`src/rtl/comparator_searcher.sv`:
```
// Closed-loop binary-search initiator: drives a guess on valB and narrows [lo, hi]
// from the attached comparator's flags until equality or an inconsistent oracle.
module comparator_searcher #(
    parameter int unsigned WIDTH = 3
) (
    input  logic             clk,
    input  logic             rst,
    input  logic             start,
    input  logic             aGTb,
    input  logic             aLTb,
    input  logic             aEQb,
    output logic [WIDTH-1:0] valB,
    output logic             busy,
    output logic             done,
    output logic             error,
    output logic [WIDTH-1:0] result,
    output logic [3:0]       probes
);

    localparam int unsigned BW = WIDTH + 1;
    localparam logic [BW-1:0] HiInit = {1'b0, {WIDTH{1'b1}}};
    localparam logic [WIDTH-1:0] ValMax = {WIDTH{1'b1}};
    localparam logic [WIDTH-1:0] ValInit = {1'b0, {(WIDTH-1){1'b1}}};

    typedef enum logic [1:0] {StIdle, StProbe, StDone} state_e;

    state_e        state;
    logic [BW-1:0] lo, hi;
    logic [BW-1:0] lo_gt, hi_lt, mid_gt, mid_lt;
    logic          one_hot, probe_end, probe_err;
    logic          unused_mid_msb;

    always_comb begin
        one_hot = ({aGTb, aLTb, aEQb} == 3'b100) || ({aGTb, aLTb, aEQb} == 3'b010) ||
                  ({aGTb, aLTb, aEQb} == 3'b001);
        lo_gt   = {1'b0, valB} + BW'(1);
        hi_lt   = {1'b0, valB} - BW'(1);
        // lo + hi never exceeds 2^(WIDTH+1)-1, so the sum cannot overflow BW bits
        mid_gt  = (lo_gt + hi) >> 1;
        mid_lt  = (lo + hi_lt) >> 1;

        probe_end = 1'b0;
        probe_err = 1'b0;
        if (!one_hot) begin
            probe_end = 1'b1;
            probe_err = 1'b1;
        end else if (aEQb) begin
            probe_end = 1'b1;
        end else if (aGTb) begin
            if (valB == ValMax || lo_gt > hi) begin
                probe_end = 1'b1;
                probe_err = 1'b1;
            end
        end else begin
            if (valB == '0 || lo > hi_lt) begin
                probe_end = 1'b1;
                probe_err = 1'b1;
            end
        end
    end

    // mid is at most 2^WIDTH-1 after the shift; its top bit is always zero
    assign unused_mid_msb = mid_gt[BW-1] ^ mid_lt[BW-1];

    always_ff @(posedge clk) begin
        if (rst) begin
            state  <= StIdle;
            lo     <= '0;
            hi     <= '0;
            valB   <= '0;
            busy   <= 1'b0;
            done   <= 1'b0;
            error  <= 1'b0;
            result <= '0;
            probes <= '0;
        end else begin
            unique case (state)
                StIdle, StDone: begin
                    if (start) begin
                        state  <= StProbe;
                        lo     <= '0;
                        hi     <= HiInit;
                        valB   <= ValInit;
                        busy   <= 1'b1;
                        done   <= 1'b0;
                        error  <= 1'b0;
                        result <= '0;
                        probes <= '0;
                    end
                end
                StProbe: begin
                    probes <= probes + 4'd1;
                    if (one_hot && aEQb) begin
                        result <= valB;
                    end
                    if (one_hot && aGTb && valB != ValMax) begin
                        lo   <= lo_gt;
                        valB <= mid_gt[WIDTH-1:0];
                    end
                    if (one_hot && aLTb && valB != '0) begin
                        hi   <= hi_lt;
                        valB <= mid_lt[WIDTH-1:0];
                    end
                    if (probe_end) begin
                        state <= StDone;
                        busy  <= 1'b0;
                        done  <= 1'b1;
                        error <= probe_err;
                    end
                end
                default: begin
                    state <= StIdle;
                    busy  <= 1'b0;
                    done  <= 1'b0;
                end
            endcase
        end
    end

endmodule
```
`config.mk`:
```
export PLATFORM = sky130hd
export DESIGN_NAME = comparator_searcher
export DESIGN_NICKNAME = d
export VERILOG_FILES = /design/src/rtl/comparator_searcher.sv
export SDC_FILE = /design/constraint.sdc
export NUM_CORES = 1
export LEC_CHECK = 0
export BUFFER_PORTS_ARGS = -buffer_cell sky130_fd_sc_hd__buf_2
export CAP_MARGIN = 20
export CORE_ASPECT_RATIO = 2
export CORE_MARGIN = 1.5
export CORE_UTILIZATION = 25
export DETAILED_ROUTE_END_ITERATION = 12
export MAX_ROUTING_LAYER = met4
export PLACE_DENSITY_LB_ADDON = 0.12
export SYNTH_ARGS = -nofsm -noshare
export SYNTH_HDL_FRONTEND = slang
export SYNTH_SLANG_ARGS = --single-unit
```
`constraint.sdc`:
```
create_clock -name clk -period 2.1 [get_ports clk]
set_input_delay 0.21 -clock clk [delete_from_list [all_inputs] [get_ports clk]]
set_output_delay 0.21 -clock clk [all_outputs]
set_load 0.02 [all_outputs]
```
---- Yosys cells after proc, flatten, opt, wreduce, memory -nomap -nowiden ----
Index checks and enable logic that the tools add are counted.
Widths: inputs -> output; s select.
storage, ports and cells
  input port bits ......................... 6
  flip-flop bits (word level) ............. 23
operators by class
  order comparisons ....................... 2
  $add $sub $neg .......................... 5
  muxes and demuxes ....................... 32
  reduce and logical (&&, ||, !) cells .... 21
  equal/unequal tests ..................... 13
operators with widths
  kind                 count
  $pmux 4 s2           3
  $mux 4               4
  $mux 3               5
  $reduce_and 3->1     5
  $mux 1               12
  $pmux 3 s2           2
  $ne 2x2->1 const B   5
  $add 4x4->4          2
  $gt 4x4->1           2
  $eq 3x3->1 const B   2
  $ne 3x3->1 const B   2
  $pmux 1 s2           3
  $logic_and 1x1->1    5
  $add 3x1->4 const B  1
  $add 4x1->4 const B  1
  $logic_or 1x1->1     4
  $mux 2               2
  $pmux 2 s2           1
  $reduce_and 2->1     2
  $sub 3x1->4 const B  1
  $eq 3x1->1 const B   1
  $eq 3x2->1 const B   1
  $logic_not 3->1      1
  $reduce_bool 3->1    1
  5 further kinds      5

---- Longest topological paths before layout ----
Gate-level depths: netlist of run 1.
  word-level depth ........................ 9
  gate-level depth with buffers ........... 10
  depth with buffers taken out ............ 10

---- Least setup slack after synthesis of run 1 ----
OpenSTA, ideal clock, no wires.
  path type ............................... reg-to-reg
  start point ............................. register valB[0]
  end point ............................... register busy
  stages on the path, launching flop included .. 10
  slack ................................... -368 ps
  clock period less this slack ............ 2468 ps
  data arrival time ....................... 2399 ps
  data required time ...................... 2030 ps
  cells stage by stage .................... dfxtp_1 > inv_1 > ha_1 > inv_1 > ha_1 > o2bb2ai_1 > a221oi_1 > o21ai_0 > a211o_1 > a21oi_1
on the way
  cells in the longest elaborated chain, start to end .. 9
  elaborated cells on any way between the ends .. 15
ends and longest elaborated chain
  what                                        RTL line  source
  from (decl)                                 12        output logic [WIDTH-1:0] valB,
  from (signal assigned)                      83        valB <= ValInit;
  from (signal assigned)                      98        valB <= mid_gt[WIDTH-1:0];
  from (signal assigned)                      102       valB <= mid_lt[WIDTH-1:0];
  $sub 3x1->4 or $add 3x1->4 (tied branches)  37, 36
  $gt 4x4->1 (on tied branches)               55, 50
  $logic_or 1x1->1 (on tied branches)         55, 50
  $mux 1 (on tied branches)                   55, 50
  $mux 1 *                                    49        end else if (aGTb) begin
  $mux 1 *                                    47        end else if (aEQb) begin
  $mux 1 *                                    44        if (!one_hot) begin
  $ne 2x2->1 (no source line) *               n/a
  $reduce_and 2->1 (no source line) *         n/a
  to (signal assigned)                        71        busy <= 1'b0;
  to (signal assigned)                        84        busy <= 1'b1;
  to (signal assigned)                        106       busy <= 1'b0;
  to (decl)                                   13        output logic busy,
Mark *: on every way between the ends. The rest lies on a longest branch, timed or not.
A chain may end at the register's enable or synchronous reset.

---- Worst setup path in the final report of run 1 ----
  start point ............................. register valB[1]
  end point ............................... register busy
The elaborated chain is that of the path after synthesis.

==> results.py, run 1 <==
metrics = {
    "status": {
        "status": "finished, violations left",
        "violations": "negative setup slack",
    },
    "setup_path": {
        "crit_arrival_ns": 2.41,
        "cpMaxStageDelayCell": "dfxtp_2",
        "crit_chain": "buf_6 -> ha_4 -> ha_4 -> ha_4 -> nand3_2 -> or3_1 -> o41a_1 -> a211o_1 -> a21oi_2",
        "slowest_delay_ns": 0.34,
        "cp_max_fo": 4,
        "cp_num_buf_inv": 1,
        "cp_top_family": "adder cells",
        "worstSetupPathType": "flip-flop to flip-flop",
        "required_ns": 2.30,
        "cp-end-kind": "flip-flop",
        "start_kind": "flip-flop",
        "worst_path_most_repeated_cell": "ha_4",
    },
    "power": {
        "leakagePower_nw": 0.840,
        "powerDensity_nw_per_um2": 608,
        "peakVddDrop_v": 0.000448,
    },
    "cts": {
        "htreeDepth": 1,
        "root_buffer": "clkbuf_8",
        "cts_inserted_buffers": 3,
        "cts_tree": "built",
        "cts_max_path_buffers": 2,
        "clkTransAtPathRegs_ns": 0.09,
        "cts.sinks": 22,
        "worstSkewPairLatency_ns": 0.26,
    },
    "sta": {
        "relSlewSlack_pct": 67.0,
        "max_freq_ghz": 0.454,
        "fin_setup_tns_ns": -0.282,
        "finClkSkew_ns": 0.00574,
        "setup_ws_ns": -0.104,
        "fin_crit_ns": 2.20,
        "period_share_pct": 105,
        "hold_viol": 0,
        "finalSetupViolations": 4,
        "rsz0062_at_grt": "yes",
        "worstMarginPinSlew_ns": 0.491,
        "finalMaxSlewViolations": 0,
    },
    "floorplanning": {
        "io_pins": 19,
        "dieArea_um2": 6090,
        "core_area_um2": 5420,
        "die_w_um": 55.9,
        "fp.dieH_um": 109,
        "start_util_pct": 25.9,
        "rows": 38,
    },
    "drt": {
        "antenna_left": 0,
        "vias": 1380,
        "drtIter0Drc": 20,
        "viasPerCell": 5.15,
        "drt-total-wl_mm": 4.59,
        "drcViolationCount": 0,
        "avgRoutedWirePerCell_um": 17.1,
        "firstDrtPassIters": 4,
    },
    "synthesis": {
        "netlist_area_um2": 1400,
        "synth_seq_cells": 22,
        "avgSynthCellArea_um2": 8.60,
        "synthCells": 163,
        "async_flop_share_pct": 0,
        "synth-main-ff-cell": "dfxtp_1",
        "yosysTopAreaCellShare_pct": 31.4,
        "synth_enable_flop_cells": 0,
        "synth_top_area_cell": "dfxtp_1",
        "ys_types": 41,
        "ys_seq_area_share_pct": 31.4,
        "yosysWarningCount": 0,
        "synth_nets": 188,
        "synth_area_leaders": "dfxtp_1 (31%), ha_1 (15%), a21oi_1 (6.1%)",
    },
    "worst_hold_path": {
        "min_path_type": "primary input to flip-flop",
    },
    "placed_design": {
        "post-place-ws_ns": -0.207,
        "routabilityCongestion": 0.868,
        "port_buffers": 18,
        "place.detailed.hpwl_mm": 3.73,
    },
    "final_layout": {
        "multi_input_area_um2": 1020,
        "drive_gt1_share_pct": 36.5,
        "layout.cells.most_common_list": "buf_4 (27), nor2_1 (19), dfxtp_1 (19), buf_2 (18), a21oi_1 (15)",
        "final_common_cell": "buf_4",
        "regArea_um2": 447,
        "n_antenna_cell": 0,
        "fillCellCount": 588,
        "nNetsFinal": 234,
        "syn2layout_area_growth_pct": 39.9,
    },
    "global_route": {
        "grt_max_degree": 21,
        "grt-ovfl-total": 0,
        "antenna_found_initial": 0,
        "grt_pass1_vias": 1451,
        "grt_pass1_wl_mm": 7.07,
        "grt_usage_pct": 15.9,
    },
    "run": {
        "drv_cap": 0,
    },
}
==> synthesized netlist by cell type (all sizes together) (2+ instances only) <==
cell and count:
dfxtp 22, nor2 19, a21oi 17, ha 17, inv 12, nand3 8, nand2 7, a221oi 5
clkbuf 4, nand2b 4, nor2b 4, nor3 4, xnor2 4, a311oi 3, o21ai 3, o22ai 3
a22oi 2, fa 2, o21a 2, or3 2, xor2 2
==> registers in the layout, indices dropped and copies added, names as in the netlist <==
name and flops:
lo 4, valB 3, probes 4, hi 4, error 1, result 3, done 1, state 1
busy 1
==> final timing paths <==
path	end	slack [ns]	startpoint	cells after the start
min reg2reg	result[2]	0.46	result[2]	2
max	busy	-0.10	valB[1]	9
max reg2reg	busy	-0.10	valB[1]	9
min	lo[1]	0.34	aEQb	4
==> power breakdown <==
group | internal, mW | leakage, nW | switching, mW
registers | 0.436 | 0.181 | 0.0194
clock network | 0.207 | 0.0339 | 0.143
logic | 0.178 | 0.625 | 0.208
==> logic make-up (layout without fill, tap and decap cells) <==
family / Yosys count / count (layout) / share of synthesized area [%]
and+or+nand+nor: 55 / 55 / 19.7
AOI/OAI and AO/OA: 43 / 43 / 21.7
DFF: 22 / 22 / 31.4
adders and majority gates: 19 / 19 / 18.0
buffers and inverters: 17 / 62 / 4.64
xor gates and xnor gates: 6 / 6 / 3.75
muxes: 1 / 1 / 0.714
==> routing by layer <==
metal / up-vias / wire length [um] / global-route usage [%]
li1: 675 / - / -
met1: 661 / 1540 / 13.9
met2: 32 / 2720 / 31.5
met3: 12 / 119 / 1.66
met5: - / 0 / -
met4: 0 / 210 / 10.0
==> per-stage QoR <==
step	power (mW)	hold WS (ns)	cell area, um2	utilization, %	std cells
after floorplan	0.669	0.394	1470	-	163
after global placement	0.816	0.444	1820	33.5	263
after detailed placement	0.820	0.452	1820	33.5	263
after CTS	1.20	0.327	1930	35.6	268
after global routing	1.26	0.357	1960	36.2	268
final	1.19	0.339	1960	36.2	268
==> tightest hold or removal path, delay by kind of cell <==
kind,cells,cell delay (ns)
AOI/OAI and AO/OA,1,0.05
and+or+nand+nor,2,0.16
buffers and inverters,1,0.14
==> timing repair <==
action	in CTS	in global routing
setup endpoints to repair	5	5
gates resized for setup	7	5
setup buffers	1	0
hold buffers	0	0
pin swaps	11	4
==> layout make-up <==
class	instances	share of cell area (%)
multi-input combinational	124	52.1
sequential	22	22.8
timing repair buffer	46	15.5
tap	60	3.83
clock buffer	4	3.38
inverter	12	2.43
No activity file was read; power rests on OpenSTA's default activity.
==> run 2, diff against run 1 <==
--- a/config.mk
+++ b/config.mk
@@ -7,6 +7,8 @@
 export LEC_CHECK = 0
 export BUFFER_PORTS_ARGS = -buffer_cell sky130_fd_sc_hd__buf_2
 export CAP_MARGIN = 20
+export CELL_PAD_IN_SITES_DETAIL_PLACEMENT = 1
+export CELL_PAD_IN_SITES_GLOBAL_PLACEMENT = 1
 export CORE_ASPECT_RATIO = 2
 export CORE_MARGIN = 1.5
 export CORE_UTILIZATION = 25
==> run 2 against run 1 <==
Net effect:
- the run still ends with negative setup slack left
- worst hold slack got worse by 0.012 ns
- clock skew decreased by 0.0012 ns
- cell count increased by 1.1%
- clock power increased by 6.3%
==> results.py, run 2 (synthesized netlist as in run 1, its figures left out) <==
metrics = {
    "setup_path": {
        "crit_chain": "buf_6 -> ha_4 -> ha_4 -> ha_4 -> nand3_2 -> or3_1 -> o41a_1 -> a211o_1 -> a21oi_2",
        "worst_path_most_repeated_cell": "ha_4",
        "required_ns": 2.32,
        "start_kind": "flip-flop",
        "cp-end-kind": "flip-flop",
        "worstSetupPathType": "flip-flop to flip-flop",
        "crit_arrival_ns": 2.47,
        "crit_cells": 9,
        "reg2reg_depth": 9,
        "setup.worst_path.start": "valB[0]",
        "endpoint": "busy",
        "cp_top_family": "adder cells",
        "cp_num_buf_inv": 1,
        "cp_max_fo": 5,
        "r2r-start": "valB[0]",
        "reg2reg_slack_ns": -0.15,
        "cpMaxStageDelayCell": "dfxtp_4",
        "r2r-end": "busy",
        "slowest_delay_ns": 0.35,
    },
    "final_layout": {
        "n_antenna_cell": 0,
        "final_common_cell": "buf_4",
        "layout.cells.most_common_list": "buf_4 (29), nor2_1 (19), dfxtp_1 (19), buf_2 (18), a21oi_1 (14)",
        "syn2layout_area_growth_pct": 44.6,
        "nNetsFinal": 237,
        "fillCellCount": 674,
        "largestRegisters": "hi: 4 flops, lo: 4 flops, probes: 4 flops",
        "drive_gt1_share_pct": 39.8,
    },
    "sta": {
        "rsz0062_at_grt": "yes",
        "fin_setup_tns_ns": -0.345,
        "finalMaxSlewViolations": 0,
        "hold_viol": 0,
        "period_share_pct": 107,
        "fin_crit_ns": 2.25,
        "relSlewSlack_pct": 61.5,
        "finalSetupViolations": 5,
        "worstMarginPinSlew_ns": 0.578,
        "finClkSkew_ns": 0.00453,
        "setup_ws_ns": -0.153,
        "max_freq_ghz": 0.444,
    },
    "placed_design": {
        "routabilityCongestion": 0.870,
        "port_buffers": 18,
        "place.detailed.hpwl_mm": 3.84,
    },
    "drt": {
        "antenna_left": 0,
        "viasPerCell": 5.11,
        "drcViolationCount": 0,
        "drt-total-wl_mm": 4.78,
        "drtIter0Drc": 16,
        "vias": 1384,
        "avgRoutedWirePerCell_um": 17.6,
        "firstDrtPassIters": 5,
    },
    "status": {
        "violations": "negative setup slack",
        "status": "finished, violations left",
    },
    "cts": {
        "cts_max_path_buffers": 2,
        "clkTransAtPathRegs_ns": 0.09,
        "cts.sinks": 22,
        "root_buffer": "clkbuf_8",
        "cts_inserted_buffers": 3,
        "cts_tree": "built",
        "worstSkewPairLatency_ns": 0.28,
        "htreeDepth": 1,
    },
    "power": {
        "power_mw": 1.23,
        "peakVddDrop_v": 0.000422,
        "powerDensity_nw_per_um2": 607,
        "leakagePower_nw": 0.862,
    },
    "global_route": {
        "grt-ovfl-total": 0,
        "grt_pass1_vias": 1467,
        "antenna_found_initial": 0,
        "grt_usage_pct": 16.9,
        "grt_max_degree": 21,
        "grt_pass1_wl_mm": 7.45,
    },
    "floorplanning": {
        "rows": 38,
        "io_pins": 19,
        "fp.dieH_um": 109,
        "core_area_um2": 5420,
        "dieArea_um2": 6090,
        "start_util_pct": 25.9,
        "die_w_um": 55.9,
    },
    "run": {
        "drv_cap": 0,
    },
    "worst_hold_path": {
        "min_path_type": "primary input to flip-flop",
    },
}
[run 2: cell type report]
class	count	area [um2]	area share, %
Clock buffer	4	66.3	3.27
Inverter	12	50.0	2.47
Multi-Input combinational cell	124	1060	52.2
Sequential cell	22	447	22.1
Tap cell	60	75.1	3.71
Timing Repair Buffer	49	330	16.3
[run 2: worst register-to-register path: stages, from the launching register on]
cell     delay [ns]
dfxtp_4        0.35
buf_6          0.11
ha_4           0.15
ha_4           0.26
ha_4           0.30
nand3_2        0.07
or3_1          0.31
o41a_1         0.18
a211o_1        0.34
a21oi_2        0.12
[run 2: how the worst min path moves through the flow]
stage,startpoint,endpoint,slack (ns),cells past startpoint
final,rst,probes[0],0.33,2
after global placement,result[2],result[2],0.44,2
after CTS,aEQb,lo[3],0.32,4
after global routing,aEQb,lo[1],0.35,4
after detailed placement,result[2],result[2],0.45,2
after floorplan,rst,probes[3],0.39,2
[run 2: through the flow]
| stage | util [%] | area, um2 | cells | setup WS, ns | hold WS, ns |
|---|---|---|---|---|---|
| floorplan | - | 1470 | 163 | 0.00100 | 0.394 |
| global placement | 33.4 | 1810 | 262 | -0.227 | 0.444 |
| detailed placement | 33.4 | 1810 | 262 | -0.264 | 0.452 |
| CTS | 36.1 | 1960 | 269 | -0.188 | 0.320 |
| global route | 37.4 | 2030 | 271 | -0.221 | 0.350 |
| finish | 37.4 | 2030 | 271 | -0.153 | 0.326 |
[run 2: layer usage]
layer / wire, um / vias to the layer above / global-route usage (%)
met5: 0 / - / -
met4: 247 / 0 / 10.0
met3: 68 / 12 / 1.78
met2: 2720 / 23 / 32.3
met1: 1740 / 670 / 16.0
li1: - / 679 / -
[run 2: what timing repair did]
| action | 4_1_cts | 5_1_grt |
|---|---|---|
| hold buffers | 0 | 0 |
| setup endpoints to repair | 5 | 7 |
| setup buffers | 3 | 2 |
| pin swaps | 14 | 11 |
| resized for setup | 11 | 9 |
[run 2: power breakdown]
| part | internal (mW) | switching, mW |
|---|---|---|
| logic | 0.188 | 0.217 |
| clock network | 0.208 | 0.165 |
| registers | 0.436 | 0.0166 |
| total | 0.832 | 0.399 |
